<file path="src/rtl/l15_resp_serializer.sv">
`default_nettype none
// ============================================================================
// Module      : l15_resp_serializer
// Description : Captures one full L1.5 response line and its header, then
//               streams the line out as BEAT_BITS-wide beats under a
//               valid/ready handshake. A queued response is captured on the
//               last-beat handshake, so back-to-back responses leave no bubble.
// Revision    : 1.0 - initial release
// ----------------------------------------------------------------------------
// Ports
//   clk           in   sole clock, rising edge
//   rst_n         in   synchronous active-low reset
//   l15_val       in   response valid, held until l15_ack
//   l15_hdr       in   opaque response header (HDR_W)
//   l15_data      in   full response line, beat i at [i*BEAT_BITS +: BEAT_BITS]
//   l15_nbeats    in   number of valid beats (0 = header-only)
//   l15_ack       out  one-cycle registered capture acknowledge
//   out_val       out  beat valid
//   out_rdy       in   consumer ready
//   out_hdr       out  captured header, constant across a response
//   out_data      out  current beat
//   out_beat_idx  out  index of the current beat
//   out_last      out  final beat of the response
// ============================================================================
module l15_resp_serializer #(
    parameter  int L15_L1D_LINE_SIZE = 64,
    parameter  int BEAT_BITS         = 64,
    parameter  int HDR_W             = 16,
    localparam int LINE_W            = L15_L1D_LINE_SIZE * 8,
    localparam int MAX_BEATS         = LINE_W / BEAT_BITS,
    localparam int NB_W              = $clog2(MAX_BEATS) + 1
) (
    input  logic                 clk,
    input  logic                 rst_n,
    input  logic                 l15_val,
    input  logic [HDR_W-1:0]     l15_hdr,
    input  logic [LINE_W-1:0]    l15_data,
    input  logic [NB_W-1:0]      l15_nbeats,
    output logic                 l15_ack,
    output logic                 out_val,
    input  logic                 out_rdy,
    output logic [HDR_W-1:0]     out_hdr,
    output logic [BEAT_BITS-1:0] out_data,
    output logic [NB_W-2:0]      out_beat_idx,
    output logic                 out_last
);

    // ------------------------------------------------------------------------
    // Elaboration-time parameter checks
    // ------------------------------------------------------------------------
    generate
        if ((LINE_W % BEAT_BITS) != 0) begin : g_bad_line_w
            $error("l15_resp_serializer: line width must be a multiple of BEAT_BITS");
        end
        if (MAX_BEATS < 2) begin : g_bad_max_beats
            $error("l15_resp_serializer: at least two beats per line are required");
        end
    endgenerate

    localparam logic [NB_W-1:0] c_MAX_CNT = NB_W'(MAX_BEATS);
    localparam logic [NB_W-1:0] c_ONE     = NB_W'(1);

    localparam logic [0:0] c_IDLE = 1'b0;
    localparam logic [0:0] c_SEND = 1'b1;

    logic [0:0]           r_state;
    logic [HDR_W-1:0]     r_hdr;
    logic [LINE_W-1:0]    r_line;
    logic [NB_W-1:0]      r_cnt;
    logic [NB_W-2:0]      r_idx;
    logic                 r_ack;
    logic                 r_out_val;
    logic                 r_out_last;
    logic [BEAT_BITS-1:0] r_out_data;

    logic                 w_hs;
    logic                 w_last_hs;
    logic                 w_capture;
    logic                 w_zero_beats;
    logic [NB_W-1:0]      w_cnt_eff;
    logic [NB_W-2:0]      w_idx_nxt;
    logic [BEAT_BITS-1:0] w_next_beat;
    logic                 w_next_last;

    assign w_hs      = r_out_val & out_rdy;
    assign w_last_hs = w_hs & r_out_last;
    // The registered ack blocks a second capture of the same response while
    // the L1.5 is still holding val during the ack cycle.
    assign w_capture = l15_val & ~r_ack & ((r_state == c_IDLE) | w_last_hs);

    // A header-only response still occupies one beat; oversize counts clamp.
    assign w_zero_beats = (l15_nbeats == '0);

    always_comb begin
        w_cnt_eff = l15_nbeats;
        if (w_zero_beats) begin
            w_cnt_eff = c_ONE;
        end else if (l15_nbeats > c_MAX_CNT) begin
            w_cnt_eff = c_MAX_CNT;
        end
    end

    // Beat data and last flag are precomputed for the following beat so that
    // every out_* signal comes straight from a register.
    assign w_idx_nxt   = r_idx + 1'b1;
    assign w_next_beat = r_line[w_idx_nxt*BEAT_BITS +: BEAT_BITS];
    assign w_next_last = ({1'b0, w_idx_nxt} == (r_cnt - c_ONE));

    always_ff @(posedge clk) begin
        if (!rst_n) begin
            r_state    <= c_IDLE;
            r_hdr      <= '0;
            r_line     <= '0;
            r_cnt      <= '0;
            r_idx      <= '0;
            r_ack      <= 1'b0;
            r_out_val  <= 1'b0;
            r_out_last <= 1'b0;
            r_out_data <= '0;
        end else begin
            r_ack <= w_capture;
            if (w_capture) begin
                r_state    <= c_SEND;
                r_hdr      <= l15_hdr;
                r_line     <= l15_data;
                r_cnt      <= w_cnt_eff;
                r_idx      <= '0;
                r_out_val  <= 1'b1;
                r_out_last <= (w_cnt_eff == c_ONE);
                r_out_data <= w_zero_beats ? '0 : l15_data[BEAT_BITS-1:0];
            end else if (w_last_hs) begin
                r_state    <= c_IDLE;
                r_out_val  <= 1'b0;
                r_out_last <= 1'b0;
            end else if (w_hs) begin
                r_idx      <= w_idx_nxt;
                r_out_data <= w_next_beat;
                r_out_last <= w_next_last;
            end
        end
    end

    assign l15_ack      = r_ack;
    assign out_val      = r_out_val;
    assign out_hdr      = r_hdr;
    assign out_data     = r_out_data;
    assign out_beat_idx = r_idx;
    assign out_last     = r_out_last;

endmodule
`default_nettype wire

</file>
<file path="config.mk">
export PLATFORM = sky130hd
export DESIGN_NAME = l15_resp_serializer
export DESIGN_NICKNAME = d
export VERILOG_FILES = /design/src/rtl/l15_resp_serializer.sv
export SDC_FILE = /design/constraint.sdc
export NUM_CORES = 1
export LEC_CHECK = 0
export CAP_MARGIN = 20
export CORE_ASPECT_RATIO = 0.5
export CORE_MARGIN = 2
export CORE_UTILIZATION = 51
export CTS_BUF_LIST = sky130_fd_sc_hd__clkbuf_4
export DETAILED_ROUTE_END_ITERATION = 8
export PLACE_DENSITY = 0.89
export SLEW_MARGIN = 10
export SYNTH_ARGS = -nofsm -noshare
export SYNTH_HDL_FRONTEND = slang
export SYNTH_SLANG_ARGS = --single-unit
</file>
<file path="constraint.sdc">
create_clock -name clk -period 2.65 [get_ports clk]
set_input_delay 0.795 -clock clk [delete_from_list [all_inputs] [get_ports clk]]
set_output_delay 0.795 -clock clk [all_outputs]
set_load 0.01 [all_outputs]
</file>
==> impl_metrics.py <==
metrics = {
    "place": {
        "gp_congestion": 0.956,
        "port_buffers": 621,
        "dp_hpwl_um": 61700,
        "preCtsSetupSlack_ns": -0.106,
        "dpl-instance-area_um2": 32600,
        "place_inst": 3842,
    },
    "floorplan": {
        "io_pins": 622,
        "rows": 57,
        "die_w_um": 320,
        "initial_core_util_pct": 52.1,
        "die_h_um": 162,
        "core_area_um2": 49000,
        "dieArea_um2": 52000,
    },
    "logic_synthesis": {
        "syn_area_per_cell_um2": 9.34,
        "yosys.area_share.simple_pct": 16.1,
        "synth_cells": 2735,
        "synth-compound-area-share_pct": 20.5,
        "ys.warnings.count": 0,
        "synth_fa_ha_area_share_pct": 0.0980,
        "synth-xor-area-share_pct": 0.274,
        "synthesis.area_um2": 25500,
        "synth_nets": 3273,
        "synth-async-reset-ratio_pct": 0,
        "synth_top_family_by_area": "compound AO/OA/AOI/OAI gates",
        "synth_edf_count": 0,
        "ys_ff_latch": 602,
        "synth_cell_types": 32,
        "synth.area.mux_share_pct": 11.4,
        "ys_seq_area_share_pct": 47.2,
        "synthFlopType": "dfxtp_1",
    },
    "detailed_routing": {
        "antenna_left": 0,
        "wirelength_um": 86600,
        "wl_per_cell_um": 21.1,
        "drcViolationCount": 0,
        "drt-pass1-iter-count": 6,
        "via_per_inst": 5.68,
        "vias": 23300,
        "first_iter_violations": 2273,
    },
    "critical_path": {
        "max_stage_delay_ns": 0.55,
        "cpLargestDelayFamily": "buffers and inverters",
        "critPathKind": "reg -> out",
        "endpoint_kind": "output port",
        "arrival_ns": 1.76,
        "required_ns": 1.86,
        "crit_path_max_fanout": 2,
        "crit_buf_inv": 1,
        "critPathLaunchType": "flip-flop",
        "cp_cell_sequence": "clkdlybuf4s50_1",
        "slowest_stage": "clkdlybuf4s50_1",
    },
    "finish": {
        "drive_gt1_share_pct": 12.0,
        "area_growth_syn_to_layout_pct": 35.0,
        "nFillCells": 3532,
        "fin_util_pct": 70.3,
        "layoutNonFillerInstCount": 4099,
        "nNetsFinal": 3872,
        "design_area_um2": 34500,
    },
    "power": {
        "leakagePower_nw": 13.6,
        "power.total_mw": 21.0,
        "vdd_drop_max_uv": 263,
        "power_density_nw_per_um2": 608,
    },
    "grt": {
        "gr-total-overflow": 0,
        "grt_pass1_wl_um": 129000,
        "gr-max-usage-layer": "met2",
        "grt_pass1_vias": 22800,
        "grt_use_met3_pct": 7.37,
        "grt.total_usage_pct": 32.3,
        "grt_antenna_before_repair": 26,
        "grt_max_degree": 265,
        "use_met2_pct": 51.3,
        "grt_use_met1_pct": 39.7,
    },
    "clock_tree": {
        "cts_max_level": 4,
        "clockRootBuffer": "clkbuf_4",
        "clock_latency_ns": 0.86,
        "clk_pin_slew_ns": 0.07,
        "postCtsSetupBuffers": 0,
        "cts_hold_buffers": 0,
        "clockBufferDepth": 3,
        "cts_tree": "yes",
        "cts_sinks": 602,
        "numCtsBuffers": 137,
    },
    "min_path": {
        "hold_path.class": "in -> reg",
    },
    "job": {
        "cap_violations": 0,
    },
    "sta": {
        "rsz0062_at_grt": "no",
        "setup_viol": 0,
        "timing.fmax_mhz": 392,
        "maxSlewViolCount": 0,
        "min_period_ns": 2.55,
        "clock_skew_ns": 0.0762,
        "layout_setup_ws_ns": 0.0993,
        "maxSlewHeadroom_pct": 31.7,
        "tightestPinTransition_ns": 1.02,
        "hold_violations": 0,
        "period_share_pct": 96.3,
    },
    "run_status": {
        "status": "complete, no violations",
    },
}
-- layer usage --
metal | up-vias | routed length [um]
li1 | 10600 | -
met2 | 1105 | 40900
met1 | 11200 | 33500
met5 | - | 0
met4 | 0 | 5880
met3 | 345 | 6400
-- registers in the layout (all words and copies together) (netlist names) --
register      cells
l15_ack           1
out_beat_idx      3
out_data         64
out_hdr          16
out_last          1
out_val           1
r_cnt             4
r_line          512
-- cell usage in the layout (no fill, tap or decap), types with 8 or more instances in the layout --
cell             instances
mux4_1                   8
dlygate4sd2_1           41
nand2_1               1064
dfxtp_1                601
clkinv_1                22
clkdlybuf4s50_1        546
mux4_2                 120
dlymetal6s2s_1          33
a21boi_1               532
buf_4                   33
diode_2                 27
a221o_1                 64
a22o_1                  64
buf_12                  40
clkbuf_4               190
-- through the flow --
stage / hold slack [ns] / setup TNS [ns]
floorplan: 0.430 / 0
global placement: 0.436 / -0.934
detailed placement: 0.442 / -3.15
CTS: 0.127 / 0
global route: 0.134 / 0
finish: 0.199 / 0
-- what timing repair did --
| action | in CTS | in global routing |
|---|---|---|
| resized for setup | 42 | 33 |
| pin swaps | 0 | 0 |
| hold endpoints to repair | 0 | 0 |
| cloned | 2 | 0 |
| setup endpoints to repair | 41 | 33 |
-- area by class of cell --
cell class                 instances  area (um^2)  share of cell area, %
antenna                           27         67.6                  0.196
multi-input combinational       1892        12400                   36.0
clock buffer                     190         1430                   4.14
clock inverter                    38          275                  0.799
tap                              649          812                   2.36
inverter                           4         15.0                 0.0436
timing repair buffer             697         7390                   21.5
sequential                       602        12100                   35.0
-- final timing paths --
path	slack (ns)	from	depth (start not counted)	to
hold / removal	0.20	rst_n	2	out_val
setup / recovery	0.1	out_data[57]	1	out_data[57]
setup reg to reg	0.31	out_beat_idx[0]	5	out_data[27]
hold reg to reg	0.45	r_line[144]	2	r_line[144]
-- synthesized netlist by cell type (all sizes together) (2+ instances only) --
cell | number | share of area, %
and3 | 2 | 0.049
and3b | 2 | 0.069
nand2 | 1065 | 16
a22o | 64 | 2.2
a21boi | 533 | 16
and2 | 2 | 0.049
nor3 | 2 | 0.039
a21oi | 3 | 0.059
inv | 4 | 0.059
a221o | 64 | 2.5
mux4 | 128 | 11
buf | 75 | 1.9
clkbuf | 162 | 2.4
ha | 2 | 0.098
nor2b | 2 | 0.049
dfxtp | 602 | 47
nor2 | 6 | 0.088
xor2 | 2 | 0.069
xnor2 | 6 | 0.21
nand3b | 2 | 0.059
-- cell families (layout without fill, tap and decap cells) --
group,after synthesis,count (layout)
AO/OA/AOI/OAI,668,668
flip-flops,602,602
buffers and inverters,241,929
other,0,27
AND/OR/NAND/NOR,1085,1085
adder cells (fa/ha/maj),2,2
multiplexers,129,129
XOR/XNOR,8,8
-- power breakdown --
part           switching [mW]  internal (mW)  total, mW
sequential              0.365           9.64       10.0
combinational            1.63           1.86       3.49
clock                    3.77           3.70       7.47
total                    5.76           15.2       21.0
No activity file was read; power rests on OpenSTA's default activity.
